===== src/rtl/adder_if.sv =====
// adder_if: operand/result bundle for the pipelined binary32 adder.
interface adder_if;
   logic        in_valid;
   logic [31:0] operand_1;
   logic [31:0] operand_2;
   logic        out_valid;
   logic [31:0] result;
   logic        overflow;
   logic        invalid;
   modport master (output in_valid, operand_1, operand_2, input out_valid, result, overflow, invalid);
   modport slave  (input in_valid, operand_1, operand_2, output out_valid, result, overflow, invalid);
endinterface


===== src/rtl/adder.sv =====
// adder: 3-stage pipelined binary32 adder (align, add, normalize/round-to-nearest-even).
// Define ADDER_SUBNORMAL_EN for gradual underflow; the default build flushes subnormals to zero.
module adder #(
   parameter int          LATENCY = 3,
   parameter logic [31:0] QNAN    = 32'h7FC0_0000
) (
   input logic    clk,
   input logic    rst,
   adder_if.slave s_if
);
   logic [31:0]        w_a, w_b, w_spv, w_res;
   logic               w_nan_a, w_nan_b, w_inf_a, w_inf_b, w_swap, w_inv, w_sp;
   logic [7:0]         w_xa, w_xb, w_diff;
   logic [23:0]        w_ma, w_mb, w_msml, w_sig, w_man;
   logic [49:0]        w_tmp;
   logic [4:0]         w_lz, w_sh;
   logic [26:0]        w_norm;
   logic               w_cy, w_g, w_st, w_zero, w_ovf, w_uf, w_ovr;
   logic [24:0]        w_rnd;
   logic signed [8:0]  w_en, w_ef;
   logic [LATENCY-1:0] r_vld;
   logic               r_sp1, r_inv1, r_sgn1, r_sub1, r_sp2, r_inv2, r_sgn2, r_sub2;
   logic [31:0]        r_spv1, r_spv2, r_res;
   logic [7:0]         r_e1, r_e2;
   logic [26:0]        r_big1, r_sml1;
   logic [27:0]        r_sum2;
   logic               r_ovf, r_inv;
   assign w_a = s_if.operand_1;
   assign w_b = s_if.operand_2;
   always_comb begin
      w_nan_a = (&w_a[30:23]) & (|w_a[22:0]);
      w_nan_b = (&w_b[30:23]) & (|w_b[22:0]);
      w_inf_a = (&w_a[30:23]) & ~(|w_a[22:0]);
      w_inf_b = (&w_b[30:23]) & ~(|w_b[22:0]);
`ifdef ADDER_SUBNORMAL_EN
      w_xa = (|w_a[30:23]) ? w_a[30:23] : 8'd1;
      w_xb = (|w_b[30:23]) ? w_b[30:23] : 8'd1;
      w_ma = {|w_a[30:23], w_a[22:0]};
      w_mb = {|w_b[30:23], w_b[22:0]};
`else
      w_xa = w_a[30:23];
      w_xb = w_b[30:23];
      w_ma = (|w_a[30:23]) ? {1'b1, w_a[22:0]} : 24'd0;
      w_mb = (|w_b[30:23]) ? {1'b1, w_b[22:0]} : 24'd0;
`endif
      w_swap = {w_xb, w_mb} > {w_xa, w_ma};
      w_diff = w_swap ? w_xb - w_xa : w_xa - w_xb;
      w_msml = w_swap ? w_ma : w_mb;
      w_tmp  = {w_msml, 26'd0} >> w_diff;
      w_inv  = w_nan_a | w_nan_b | (w_inf_a & w_inf_b & (w_a[31] ^ w_b[31]));
      w_sp   = w_nan_a | w_nan_b | w_inf_a | w_inf_b;
      w_spv  = w_inv ? QNAN : {w_inf_a ? w_a[31] : w_b[31], 8'hFF, 23'd0};
   end
   // data stages carry no reset; only the valid pipe and the outputs are cleared
   always_ff @(posedge clk) begin
      r_sp1  <= w_sp;
      r_inv1 <= w_inv;
      r_spv1 <= w_spv;
      r_sgn1 <= w_swap ? w_b[31] : w_a[31];
      r_sub1 <= w_a[31] ^ w_b[31];
      r_e1   <= w_swap ? w_xb : w_xa;
      r_big1 <= {w_swap ? w_mb : w_ma, 3'd0};
      r_sml1 <= (w_diff > 8'd26) ? {26'd0, |w_msml} : {w_tmp[49:24], |w_tmp[23:0]};
      r_sp2  <= r_sp1;
      r_inv2 <= r_inv1;
      r_spv2 <= r_spv1;
      r_sgn2 <= r_sgn1;
      r_sub2 <= r_sub1;
      r_e2   <= r_e1;
      r_sum2 <= r_sub1 ? {1'b0, r_big1} - {1'b0, r_sml1} : {1'b0, r_big1} + {1'b0, r_sml1};
   end
   always_comb begin
      w_lz = 5'd27;
      for (int i = 0; i < 27; i++) if (r_sum2[i]) w_lz = 5'(26 - i);
`ifdef ADDER_SUBNORMAL_EN
      w_sh = ({3'd0, w_lz} < r_e2 - 8'd1) ? w_lz : 5'(r_e2 - 8'd1);
`else
      w_sh = w_lz;
`endif
      w_norm = r_sum2[26:0] << w_sh;
      w_cy   = r_sum2[27];
      w_sig  = w_cy ? r_sum2[27:4] : w_norm[26:3];
      w_g    = w_cy ? r_sum2[3] : w_norm[2];
      w_st   = w_cy ? |r_sum2[2:0] : |w_norm[1:0];
      w_en   = w_cy ? $signed({1'b0, r_e2}) + 9'sd1 : $signed({1'b0, r_e2}) - $signed({4'd0, w_sh});
      w_rnd  = {1'b0, w_sig} + {24'd0, w_g & (w_st | w_sig[0])};
      w_ef   = w_en + $signed({8'd0, w_rnd[24]});
      w_man  = w_rnd[24] ? w_rnd[24:1] : w_rnd[23:0];
      // w_en tops out at 255, so the 9-bit sum can only wrap once that is already flagged
      w_ovf  = (w_en == 9'sd255) || (w_ef == 9'sd255);
      w_zero = ~(|r_sum2);
`ifdef ADDER_SUBNORMAL_EN
      w_uf   = 1'b0;
`else
      w_uf   = w_ef <= 9'sd0;
`endif
      w_ovr  = ~r_sp2 & ~w_zero & w_ovf;
      w_res  = r_sp2  ? r_spv2 :
               w_zero ? {~r_sub2 & r_sgn2, 31'd0} :
               w_ovf  ? {r_sgn2, 8'hFF, 23'd0} :
               w_uf   ? {r_sgn2, 31'd0} :
                        {r_sgn2, w_man[23] ? w_ef[7:0] : 8'd0, w_man[22:0]};
   end
   always_ff @(posedge clk or posedge rst) begin
      if (rst) begin
         r_vld <= '0;
         r_res <= '0;
         r_ovf <= 1'b0;
         r_inv <= 1'b0;
      end else begin
         r_vld <= {r_vld[LATENCY-2:0], s_if.in_valid};
         if (r_vld[LATENCY-2]) begin
            r_res <= w_res;
            r_ovf <= w_ovr;
            r_inv <= r_inv2;
         end
      end
   end
   assign s_if.out_valid = r_vld[LATENCY-1];
   assign s_if.result    = r_res;
   assign s_if.overflow  = r_ovf;
   assign s_if.invalid   = r_inv;
endmodule


===== src/flat_wrapper.sv =====
// flat-port wrapper written by rule: the top's interface ports become plain ports
module adder_flat 
#(
   parameter int          LATENCY = 3,
   parameter logic [31:0] QNAN    = 32'h7FC0_0000
)
  (clk, rst, s_if_in_valid, s_if_operand_1, s_if_operand_2, s_if_out_valid, s_if_result, s_if_overflow, s_if_invalid);
  adder_if s_if_i ();
  input logic clk;
  input logic rst;
  input wire logic [$bits(s_if_i.in_valid)-1:0] s_if_in_valid;
  input wire logic [$bits(s_if_i.operand_1)-1:0] s_if_operand_1;
  input wire logic [$bits(s_if_i.operand_2)-1:0] s_if_operand_2;
  output wire logic [$bits(s_if_i.out_valid)-1:0] s_if_out_valid;
  output wire logic [$bits(s_if_i.result)-1:0] s_if_result;
  output wire logic [$bits(s_if_i.overflow)-1:0] s_if_overflow;
  output wire logic [$bits(s_if_i.invalid)-1:0] s_if_invalid;
  assign s_if_i.in_valid = s_if_in_valid;
  assign s_if_i.operand_1 = s_if_operand_1;
  assign s_if_i.operand_2 = s_if_operand_2;
  assign s_if_out_valid = s_if_i.out_valid;
  assign s_if_result = s_if_i.result;
  assign s_if_overflow = s_if_i.overflow;
  assign s_if_invalid = s_if_i.invalid;
  adder #(.LATENCY(LATENCY), .QNAN(QNAN)) u_core (.clk(clk), .rst(rst), .s_if(s_if_i));
endmodule

===== config.mk =====
export PLATFORM = sky130hd
export DESIGN_NAME = adder_flat
export DESIGN_NICKNAME = d
export VERILOG_FILES = /design/src/rtl/adder_if.sv /design/src/rtl/adder.sv /design/src/flat_wrapper.sv
export SDC_FILE = /design/constraint.sdc
export NUM_CORES = 1
export LEC_CHECK = 0
export CORE_ASPECT_RATIO = 0.9
export CORE_MARGIN = 3
export CORE_UTILIZATION = 55
export DETAILED_ROUTE_END_ITERATION = 10
export PLACE_DENSITY_LB_ADDON = 0.2
export REMOVE_ABC_BUFFERS = 1
export SKIP_CTS_REPAIR_TIMING = 1
export SYNTH_ARGS = -nofsm -noshare
export SYNTH_HDL_FRONTEND = slang
export SYNTH_SLANG_ARGS = --single-unit
export TNS_END_PERCENT = 50

===== constraint.sdc =====
create_clock -name clk -period 6.3 [get_ports clk]
set_input_delay 1.26 -clock clk [delete_from_list [all_inputs] [get_ports clk]]
set_output_delay 1.26 -clock clk [all_outputs]
set_load 0.01 [all_outputs]

; ---- After elaboration in Yosys (flattened, before gate mapping)
; Index checks and enable logic that the tools add are counted.
[word_totals]
reg_bits = 204
latch_bits = 0
mem_bits_rw = 0
rom_bits = 0
in_bits = 67
mem_count = 0
[classes]
addsub = 8
mul = 0
div = 0
magnitude_cmp = 3
n_eq_ne = 2
shifts = 2
muxes = 48
n_bitwise = 20
reduce_logical = 12
[ops]
columns = op, n
row1 = 2-to-1 mux 24 bit, 6
row2 = 2-to-1 mux 5 bit, 26
row3 = 2-to-1 mux 32 bit, 2
row4 = 2-to-1 mux 31 bit, 2
row5 = >> shifter 50 x 8 -> 50 bit, 1
row6 = OR reduction 24 bit, 2
row7 = OR reduction 23 bit, 2
row8 = > comparator 32 bit, 1
row9 = adder 27 x 27 -> 28 bit, 1
row10 = 2-to-1 mux 28 bit, 1
row11 = OR reduction 28 bit, 1
row12 = subtractor 27 x 27 -> 28 bit, 1
row13 = left shift 27 x 5 -> 27 bit, 1
row14 = adder 24 x 1 -> 25 bit, 1
row15 = 2-to-1 mux 8 bit, 3
row16 = 2-to-1 mux 23 bit, 1
row17 = "== test 9 bit, second input constant", 2
row18 = AND reduction 8 bit, 2
row19 = OR reduction 8 bit, 2
row20 = subtractor 8 bit, 2
row21 = AND 1 bit, 10
row22 = "adder 8 x 1 -> 9 bit, second input constant", 1
row23 = adder 9 x 2 -> 9 bit, 1
row24 = "<= comparator 9 x 1 -> 1 bit, second input constant", 1
row25 = 10 further kinds, 22

; ---- Logic depth before layout (Yosys ltp)
; Gate-level depths: netlist of the first run.
[logic_depth]
depth_word = 39
depth_mapped = 31
ltp_nobuf = 25

; ---- Worst setup path before layout of the first run
; No wires, ideal clock.
[synth_path]
path_type = input-to-reg
start = in s_if_operand_2[24]
end = reg u_core.r_sml1[0]
setup_ns = 0.131
arrival_time_ns = 6.543
t_required_ns = 6.169
setup_slack_ns = -0.374
cell_stages = 22
n_path_buf = 6
path_cell_list = nor4_1 -> and2_1 -> clkbuf_1 -> inv_1 -> clkbuf_1 -> clkbuf_1 -> buf_1 -> clkbuf_1 -> and2_1 -> ha_1 -> nand4_1 -> nor4_1 -> nand2_1 -> o21ai_1 -> clkbuf_1 -> mux4_2 -> mux2i_1 -> o22ai_1 -> nor4_1 -> nand3_1 -> o41ai_1 -> nand3_1
[synth_between]
elab_chain_len = 7
elab_cells_between_ends = 12
cone_classes = add/sub (2) / order compare (2) / shift (1) / mux (4) / reduce/logical (3)
[synth_lines]
columns = element, line_no
row1 = start: declaration, flat_wrapper.sv:13  ; input wire logic [$bits(s_if_i.operand_2)-1:0] s_if_operand_2;
row2 = OR reduction 8 bit, adder.sv:44  ; w_mb = (|w_b[30:23]) ? {1'b1, w_b[22:0]} : 24'd0;
row3 = 2-to-1 mux 24 bit, adder.sv:44
row4 = > comparator 32 bit, adder.sv:46  ; w_swap = {w_xb, w_mb} > {w_xa, w_ma};
row5 = 2-to-1 mux 24 bit or 2-to-1 mux 8 bit (tied branches), "adder.sv:48, adder.sv:47"
row6 = >> shifter 50 x 8 -> 50 bit, adder.sv:49  ; w_tmp = {w_msml, 26'd0} >> w_diff;
row7 = OR reduction 24 bit, adder.sv:63  ; r_sml1 <= (w_diff > 8'd26) ? {26'd0, |w_msml} : {w_tmp[49:24], |w_tmp[23:0]};
row8 = 2-to-1 mux 1 bit *, adder.sv:63
row9 = end signal: assignment, adder.sv:63
row10 = end: declaration, adder.sv:25  ; logic [26:0] r_big1, r_sml1;
; Every way passes the cells marked *; elsewhere a longest branch is shown, timed or not.
; A chain may end at the register's enable or synchronous reset.

; ---- Final worst setup path of the first run
[layout_path]
start = reg u_core.r_sum2[26]
end = reg u_core.r_res[14], in the netlist u_core.s_if.result[14]
[layout_between]
elab_chain_len = 13
elab_cells_between_ends = 22
cone_classes = add/sub (3) / order compare (1) / eq/ne (2) / shift (1) / mux (10) / bitwise (2) / reduce/logical (3)
[layout_lines]
columns = element, line_no
row1 = start: declaration, adder.sv:26  ; logic [27:0] r_sum2;
row2 = start signal: assignment, adder.sv:70  ; r_sum2 <= r_sub1 ? {1'b0, r_big1} - {1'b0, r_sml1} : {1'b0, r_big1} + {1'b0, r_sml1};
row3 = 2-to-1 mux 5 bit, adder.sv:74  ; for (int i = 0; i < 27; i++) if (r_sum2[i]) w_lz = 5'(26 - i);
row4 = left shift 27 x 5 -> 27 bit, adder.sv:80  ; w_norm = r_sum2[26:0] << w_sh;
row5 = OR reduction 2 bit, adder.sv:84  ; w_st = w_cy ? |r_sum2[2:0] : |w_norm[1:0];
row6 = 2-to-1 mux 1 bit, adder.sv:84
row7 = bitwise OR 1 bit, adder.sv:86  ; w_rnd = {1'b0, w_sig} + {24'd0, w_g & (w_st | w_sig[0])};
row8 = AND 1 bit, adder.sv:86
row9 = adder 24 x 1 -> 25 bit, adder.sv:86
row10 = adder 9 x 2 -> 9 bit, adder.sv:87  ; w_ef = w_en + $signed({8'd0, w_rnd[24]});
row11 = <= comparator 9 x 1 -> 1 bit or == test 9 bit (tied branches), "adder.sv:95, adder.sv:90"
row12 = 2-to-1 mux 31 bit or logical OR 1 bit (tied branches), "adder.sv:101, adder.sv:90"
row13 = 2-to-1 mux 31 bit, adder.sv:100  ; w_ovf ? {r_sgn2, 8'hFF, 23'd0} :
row14 = 2-to-1 mux 32 bit *, adder.sv:99  ; w_zero ? {~r_sub2 & r_sgn2, 31'd0} :
row15 = 2-to-1 mux 32 bit *, adder.sv:98  ; w_res = r_sp2 ? r_spv2 :
row16 = end signal: assignment, adder.sv:113  ; r_res <= w_res;
row17 = end: declaration, adder.sv:23  ; logic [31:0] r_spv1, r_spv2, r_res;
; Marked as above.

==> impl_table.tex, run 1 <==
\begin{tabular}{lr}
\hline
Metric & Value \\
\hline
\multicolumn{2}{l}{\textbf{Run status}} \\
Result of the run & completed \\
\multicolumn{2}{l}{\textbf{STA}} \\
Measured slew at the worst slew-check pin & a little over 0.8 ns \\
Final Hold Vio Count & 0 \\
Max-slew violation count & 0 \\
Crit share post-route & 99.1\% \\
Setup slack after layout & 0.0561 ns \\
Fmax & 160 MHz \\
Maximum clock skew at final layout & 0.0139 ns \\
Remaining max-slew budget at the tightest pin & 44.1\% \\
Minimum clock period & 6.24 ns \\
Total negative slack for setup checks & 0 ns \\
Final setup violating endpoints & 0 \\
\multicolumn{2}{l}{\textbf{Routing}} \\
Vias per inst & about 6.5 \\
Post-route DRC & 0 \\
Count of routing violations after the opening detailed-route iteration & 2174 \\
Number of antenna-violating nets in the routed design & 0 \\
Average wire length per cell after detail routing & roughly 22 microns \\
Total number of vias & around 16000 \\
Number of detailed-routing iterations run before antenna repair & 6 \\
Total wire length after detailed routing & approximately 53000 microns \\
\multicolumn{2}{l}{\textbf{Worst setup path}} \\
Critical path launch point type & flop \\
Slowest CP cell & sky130\_fd\_sc\_hd\_\_or4\_4 \\
Worst-path maximum fanout & 15 \\
Required time at the endpoint of the critical path & 6.60 ns \\
Family with the most delay on the worst path & simple AND/OR/NAND/NOR gates \\
Peak per-stage delay on the critical path & approximately 0.6 ns \\
Arrival time worst endpoint & 6.55 ns \\
Critical Setup Path Class & flop to flop \\
CP endpoint kind & flop \\
Number of buffer and inverter instances along the worst setup path & 7 \\
Cell mode on critical path & sky130\_fd\_sc\_hd\_\_buf\_4 \\
\multicolumn{2}{l}{\textbf{GRT}} \\
Congestion Overflow GR & 0 \\
Vias in the first global route & approximately 15000 \\
First-pass GRT wire length & 82100 microns \\
Number of antenna violations at the first check in global routing & 1 \\
Largest net degree at the start of global routing & 68 \\
Total routing resource utilization after global routing & between 30\% and 40\% \\
\multicolumn{2}{l}{\textbf{Die}} \\
Boundary pin count & 102 \\
Full die area & 28000 sq um \\
Effective utilization at floorplan & 56.3\% \\
Core ar. & around 25000 sq um \\
Row cnt & 55 \\
Width of the die & 176 microns \\
Die extent in y & 159 microns \\
\multicolumn{2}{l}{\textbf{Yosys}} \\
Share of the synthesized area in the top cell type & 14.7\% \\
Number of synthesized flops with an enable pin & 0 \\
Register bit total from synthesis & about 140 \\
Most used flip-flop cell after synthesis & sky130\_fd\_sc\_hd\_\_dfxtp\_1 \\
Biggest area contributors in the synthesized netlist & sky130\_fd\_sc\_hd\_\_dfxtp\_1, sky130\_fd\_sc\_hd\_\_ha\_1, sky130\_fd\_sc\_hd\_\_dfrtp\_1, sky130\_fd\_sc\_hd\_\_mux2i\_1, sky130\_fd\_sc\_hd\_\_nand2\_1 \\
Post-Synthesis Cells & $\sim$1900 \\
Average footprint of a synthesized cell & 7.45 sq um \\
Cell type with the largest total area after synthesis & sky130\_fd\_sc\_hd\_\_dfxtp\_1 \\
Portion of the post-synthesis area used by sequential elements & about a fifth \\
Warnings from Yosys & 0 \\
Post-synth design cell area & approximately 14000 sq um \\
Distinct cell type count after synthesis & 97 \\
Ys async rst share & a little over a quarter \\
\multicolumn{2}{l}{\textbf{Layout}} \\
Final core utilization & 68.7\% \\
NumNets Final & between 2000 and 2500 \\
Area delta synth->final & 22.1\% \\
Most common cell after layout, fill and taps aside & sky130\_fd\_sc\_hd\_\_nand2\_1 \\
Non-filler cells, final & 2441 \\
Number of fill cells in the layout & 2092 \\
Summed area of non-filler cells in the final layout & 17500 sq um \\
Commonest cells after routing, fill and taps aside & sky130\_fd\_sc\_hd\_\_nand2\_1, sky130\_fd\_sc\_hd\_\_nor2\_1, sky130\_fd\_sc\_hd\_\_buf\_4 \\
Share of final-layout standard cells stronger than drive strength 1 & 15.4\% \\
\multicolumn{2}{l}{\textbf{Placement}} \\
Half-perimeter wire length of the detailed placement result & around 41000 microns \\
Instance count after placement with tap cells included & 2397 \\
Post-placement cell area & 16500 sq um \\
Global placement routability congestion & 1.00 \\
Count of input and output buffers & 101 \\
Worst setup slack before clock tree synthesis & -0.150 ns \\
\multicolumn{2}{l}{\textbf{Power}} \\
Worst VDD drop & between 0.2 and 0.25 mV \\
Leakage power summed over all cells & between 7 and 8 nW \\
Power density over cell area & around 350 nW/um\^{}2 \\
\multicolumn{2}{l}{\textbf{Clocking}} \\
Clock latency on the worst-skew pair & 0.44 ns \\
Clock tree root driver cell & sky130\_fd\_sc\_hd\_\_clkbuf\_16 \\
Clock-pin slew on the worst setup and hold paths & 0.06 ns \\
CTS tree & done \\
Max Root-Sink Buffers & 2 \\
CTS sink count & around 140 \\
Clock buffer count from CTS & 17 \\
CTS H-Tree Depth & 4 \\
\multicolumn{2}{l}{\textbf{Hold path}} \\
Worst hold-check path type & flop to flop \\
\multicolumn{2}{l}{\textbf{Job}} \\
Max Cap Viol & 0 \\
\hline
\end{tabular}
-- area by class of cell --
class	count	area, sq um	share of cell area [%]
sequential	142	3040	17.4
antenna	1	2.50	0.0143
clock buffer	21	480	2.75
tap	342	428	2.45
timing repair inverter	1	7.51	0.0430
multi-input combinational	1519	10500	60.1
timing repair buffer	272	2410	13.8
inverter	132	502	2.87
clock inverter	11	96.3	0.552
-- logic make-up (layout without fill, tap and decap cells) --
| group | count (synthesis) | count (layout) | share of synthesized area (%) |
|---|---|---|---|
| AO/OA/AOI/OAI | 548 | 548 | 26.7 |
| XOR/XNOR | 62 | 62 | 3.80 |
| adder cells (fa/ha/maj) | 105 | 105 | 9.40 |
| buffers and inverters | 259 | 437 | 7.31 |
| flip-flops | 142 | 142 | 21.2 |
| multiplexers | 115 | 115 | 8.64 |
| other | 0 | 1 | 0 |
| AND/OR/NAND/NOR | 689 | 689 | 23.0 |
-- state kept, by name, indices dropped and copies added, names as in the netlist --
| register | flops |
|---|---|
| u_core.r_sub2 | 1 |
| u_core.r_spv2 | 2 |
| u_core.r_spv1 | 2 |
| u_core.r_sgn1 | 1 |
| u_core.s_if.result | 32 |
| u_core.r_sp1 | 1 |
| u_core.r_sml1 | 27 |
| u_core.s_if.overflow | 1 |
| u_core.r_sgn2 | 1 |
| u_core.r_e1 | 8 |
| u_core.s_if.invalid | 1 |
| u_core.r_sp2 | 1 |
| u_core.r_e2 | 8 |
| u_core.r_vld | 3 |
| u_core.r_sum2 | 28 |
| u_core.r_sub1 | 1 |
| u_core.r_big1 | 24 |
-- power by group --
part           internal [mW]  switching (mW)  total, mW
Clock                  0.556           0.430      0.986
Combinational           1.62            2.08       3.70
Sequential              1.11           0.237       1.35
-- cell usage after synthesis (all sizes together), types with 20 or more instances --
library cell / instances
a211oi: 20
a21oi: 79
a31oi: 22
and2: 32
buf: 41
clkbuf: 86
dfrtp: 37
dfxtp: 105
ha: 101
inv: 131
mux2: 24
mux2i: 87
nand2: 204
nand3: 61
nand4: 21
nor2: 184
nor2b: 20
nor3: 50
nor4: 28
o211ai: 33
o21ai: 139
o221ai: 26
o22ai: 32
xnor2: 41
xor2: 21
-- metrics by stage --
step | power [mW] | hold slack, ns
global route | 6.36 | 0.332
detailed placement | 4.75 | 0.312
global placement | 4.71 | 0.313
floorplan | 3.32 | 0.310
finish | 6.03 | 0.326
CTS | 5.77 | 0.326
-- metal layers --
layer / wire length [microns] / track usage [%] / share of wire [%]
met3: 5950 / 8.80 / 11
met5: 0 / 0 / 0
met1: 23700 / 54.5 / 45
met4: 1420 / 10.4 / 2.7
met2: 21700 / 52.0 / 41
-- final timing paths --
| kind | start | to | slack [ns] | cells after the start |
|---|---|---|---|---|
| max | u_core.r_sum2[26] | u_core.s_if.result[14] | 0.06 | 27 |
| min | u_core.r_e1[1] | u_core.r_e2[1] | 0.33 | 0 |
| max reg2reg | u_core.r_sum2[26] | u_core.s_if.result[14] | 0.06 | 27 |
| min reg2reg | u_core.r_e1[1] | u_core.r_e2[1] | 0.33 | 0 |
| max in group asynchronous | rst | u_core.s_if.result[0] | 4.70 | 3 |
| min in group asynchronous | rst | u_core.s_if.result[12] | 1.25 | 3 |
Note: power is estimated with default switching activity, not from simulation.
==> run 2, diff against run 1 <==
--- a/config.mk
+++ b/config.mk
@@ -6,8 +6,9 @@
 export NUM_CORES = 1
 export LEC_CHECK = 0
 export CORE_ASPECT_RATIO = 0.9
-export CORE_MARGIN = 3
+export CORE_MARGIN = 2
 export CORE_UTILIZATION = 55
+export CTS_CLUSTER_DIAMETER = 40
 export DETAILED_ROUTE_END_ITERATION = 10
 export PLACE_DENSITY_LB_ADDON = 0.2
 export REMOVE_ABC_BUFFERS = 1
==> run 2 against run 1 <==
Net effect: setup slack better by 0.14 ns; highest routed layer unchanged; clock skew down 0.00078 ns; sequential share of layout area down 0.050 points; largest cell class unchanged; final cell count up 0.94%; worst hold slack better by 0.0017 ns; flip-flop and latch count unchanged; sequential power down 3%; global-route usage up 1.6 points; first-iteration DRC count up 14%; non-clock buffer count up 24; core utilization up 0.19 points; clock power down 0.6%; critical endpoint is now u_core.s_if.result[23]; largest power group unchanged.
==> impl_table.tex, run 2 (synthesis gave the netlist of run 1 again) <==
\begin{tabular}{lr}
\hline
Metric & Value \\
\hline
\multicolumn{2}{l}{\textbf{STA}} \\
Crit share post-route & 96.8\% (-2.3 points) \\
Final setup violating endpoints & 0 (unchanged) \\
Minimum clock period & 6.10 ns (-0.143 ns) \\
Fmax & 164 MHz (+2.3\%) \\
Measured slew at the worst slew-check pin & 0.897 ns (+0.0669 ns) \\
Maximum clock skew at final layout & 0.0131 ns (-0.000775 ns) \\
Hold\_ws & 0.328 ns (+0.00174 ns) \\
Total negative slack for setup checks & 0 ns (unchanged) \\
Max-slew violation count & 0 (unchanged) \\
Final Hold Vio Count & 0 (unchanged) \\
Remaining max-slew budget at the tightest pin & 39.6\% (-4.5 points) \\
\multicolumn{2}{l}{\textbf{Die}} \\
Die extent in y & 157 microns (-1.3\%) \\
Row cnt & 55 (unchanged) \\
Full die area & 27300 sq um (-2.4\%) \\
Width of the die & 174 microns (-1.1\%) \\
Core ar. & 25300 sq um (-0.27\%) \\
Boundary pin count & 102 (unchanged) \\
Effective utilization at floorplan & 56.5\% (+0.15 points) \\
\multicolumn{2}{l}{\textbf{Layout}} \\
Most common cell after layout, fill and taps aside & sky130\_fd\_sc\_hd\_\_nand2\_1 \\
Area delta synth->final & 22.1\% (unchanged) \\
Number of fill cells in the layout & 2135 (+2.1\%) \\
Summed area of non-filler cells in the final layout & 17500 sq um (unchanged) \\
Commonest cells after routing, fill and taps aside & sky130\_fd\_sc\_hd\_\_nand2\_1, sky130\_fd\_sc\_hd\_\_buf\_4, sky130\_fd\_sc\_hd\_\_nor2\_1 \\
Number of flip-flops in the largest register & 32 (unchanged) \\
Share of final-layout standard cells stronger than drive strength 1 & 15.2\% (-0.26 points) \\
NumNets Final & 2280 (+1.0\%) \\
Area of the multi-input gates & 10400 sq um (-1.2\%) \\
Sequential cell area & 3030 sq um (-0.29\%) \\
Non-filler cells, final & 2464 (+0.94\%) \\
\multicolumn{2}{l}{\textbf{Clocking}} \\
Clock tree root driver cell & sky130\_fd\_sc\_hd\_\_clkbuf\_16 \\
CTS H-Tree Depth & 4 (unchanged) \\
Max Root-Sink Buffers & 2 (unchanged) \\
CTS sink count & 142 (unchanged) \\
Clock buffer count from CTS & 17 (unchanged) \\
Clock latency on the worst-skew pair & 0.43 ns (about the same) \\
Clock-pin slew on the worst setup and hold paths & 0.07 ns (about the same) \\
CTS tree & done \\
\multicolumn{2}{l}{\textbf{GRT}} \\
First-pass GRT wire length & 82500 microns (+0.43\%) \\
Largest net degree at the start of global routing & 68 (unchanged) \\
Vias in the first global route & 14987 (+0.83\%) \\
Total routing resource utilization after global routing & 38.1\% (+1.6 points) \\
Number of antenna violations at the first check in global routing & 1 (unchanged) \\
Congestion Overflow GR & 0 (unchanged) \\
\multicolumn{2}{l}{\textbf{Job}} \\
Max Cap Viol & 0 (unchanged) \\
\multicolumn{2}{l}{\textbf{Routing}} \\
Count of routing violations after the opening detailed-route iteration & 2474 (+14\%) \\
Number of antenna-violating nets in the routed design & 0 (unchanged) \\
Average wire length per cell after detail routing & 21.5 microns (-0.73\%) \\
Vias per inst & 6.52 (about the same) \\
Total number of vias & 16064 (+0.85\%) \\
Post-route DRC & 0 (unchanged) \\
Total wire length after detailed routing & 52900 microns (+0.20\%) \\
Number of detailed-routing iterations run before antenna repair & 7 (+1) \\
\multicolumn{2}{l}{\textbf{Power}} \\
Final Power & 6.01 mW (-0.31\%) \\
Power density over cell area & 345 nW/um\^{}2 (-0.31\%) \\
Leakage power summed over all cells & 7.61 nW (+1.2\%) \\
Worst VDD drop & 0.207 mV (+0.55\%) \\
\multicolumn{2}{l}{\textbf{Worst setup path}} \\
Worst-path maximum fanout & 7 (-8) \\
Required time at the endpoint of the critical path & 6.67 ns (+0.07 ns) \\
Critical Setup Path Class & flop to flop \\
CP endpoint kind & flop \\
Arrival time worst endpoint & 6.47 ns (-0.08 ns) \\
Critical path launch point type & flop \\
\multicolumn{2}{l}{\textbf{Run status}} \\
Result of the run & completed \\
\multicolumn{2}{l}{\textbf{Placement}} \\
Count of input and output buffers & 101 (unchanged) \\
Post-placement cell area & 16700 sq um (+1.2\%) \\
Instance count after placement with tap cells included & 2426 (+1.2\%) \\
Half-perimeter wire length of the detailed placement result & 41800 microns (+0.67\%) \\
Global placement routability congestion & 1.04 (+4.3\%) \\
\multicolumn{2}{l}{\textbf{Hold path}} \\
Worst hold-check path type & flop to flop \\
\hline
\end{tabular}
-- run 2: layout make-up --
cell class | instances | area share (%)
clock buffers | 18 | 2.52
flip-flops and latches | 142 | 17.4
multi-input cells | 1519 | 59.4
inverters | 132 | 2.85
well taps | 342 | 2.45
diodes | 1 | 0.0143
repair buffers | 296 | 14.7
clock inverters | 14 | 0.710
-- run 2: final timing paths --
path	startpoint	end	slack [ns]	cells after the start
worst max-delay path	u_core.r_sum2[21]	u_core.s_if.result[23]	0.20	25
worst min-delay path	u_core.r_e1[3]	u_core.r_e2[3]	0.33	0
min in group asynchronous	rst	u_core.s_if.result[9]	1.25	3
worst min register to register	u_core.r_e1[3]	u_core.r_e2[3]	0.33	0
max in group asynchronous	rst	u_core.s_if.result[30]	4.68	3
worst max register to register	u_core.r_sum2[21]	u_core.s_if.result[23]	0.20	25
-- run 2: per-stage QoR --
step	setup slack (ns)	util, %
after global routing	-0.0757	68.9
after global placement	0.0253	66.0
after floorplan	-2.70	-
final	0.199	68.9
after CTS	-0.0438	68.3
after detailed placement	-0.00584	66.0
-- run 2: routing by layer --
layer	vias up	wire length (microns)	global-route usage [%]
li1	7394	-	-
met1	7583	23700	53.7
met2	966	22200	57.9
met3	121	5690	9.93
met4	0	1280	9.36
met5	-	0	0
-- run 2: worst max-delay path: stages (launching register included) --
cell,delay (ns)
sky130_fd_sc_hd__dfxtp_1,0.38
sky130_fd_sc_hd__buf_4,0.19
sky130_fd_sc_hd__nor3_2,0.29
sky130_fd_sc_hd__o21ai_2,0.14
sky130_fd_sc_hd__o311ai_4,0.31
sky130_fd_sc_hd__buf_6,0.17
sky130_fd_sc_hd__buf_4,0.19
sky130_fd_sc_hd__mux2i_2,0.26
sky130_fd_sc_hd__mux2i_1,0.13
sky130_fd_sc_hd__or3_1,0.42
sky130_fd_sc_hd__a311o_1,0.36
sky130_fd_sc_hd__nor2_2,0.15
sky130_fd_sc_hd__nand3_2,0.14
sky130_fd_sc_hd__or4_4,0.61
sky130_fd_sc_hd__inv_1,0.11
sky130_fd_sc_hd__ha_1,0.17
sky130_fd_sc_hd__nor2b_1,0.17
sky130_fd_sc_hd__and3_1,0.22
sky130_fd_sc_hd__nand4_1,0.14
sky130_fd_sc_hd__xnor2_1,0.19
sky130_fd_sc_hd__nor4_1,0.33
sky130_fd_sc_hd__o21bai_1,0.14
sky130_fd_sc_hd__or2_2,0.31
sky130_fd_sc_hd__nand2_1,0.10
sky130_fd_sc_hd__o21bai_2,0.17
sky130_fd_sc_hd__o221a_2,0.23
-- run 2: power breakdown --
group	internal, mW	total (mW)	switching [mW]
clock network	0.529	0.980	0.451
registers	1.11	1.31	0.205
logic	1.64	3.72	2.08
total	3.28	6.01	2.74
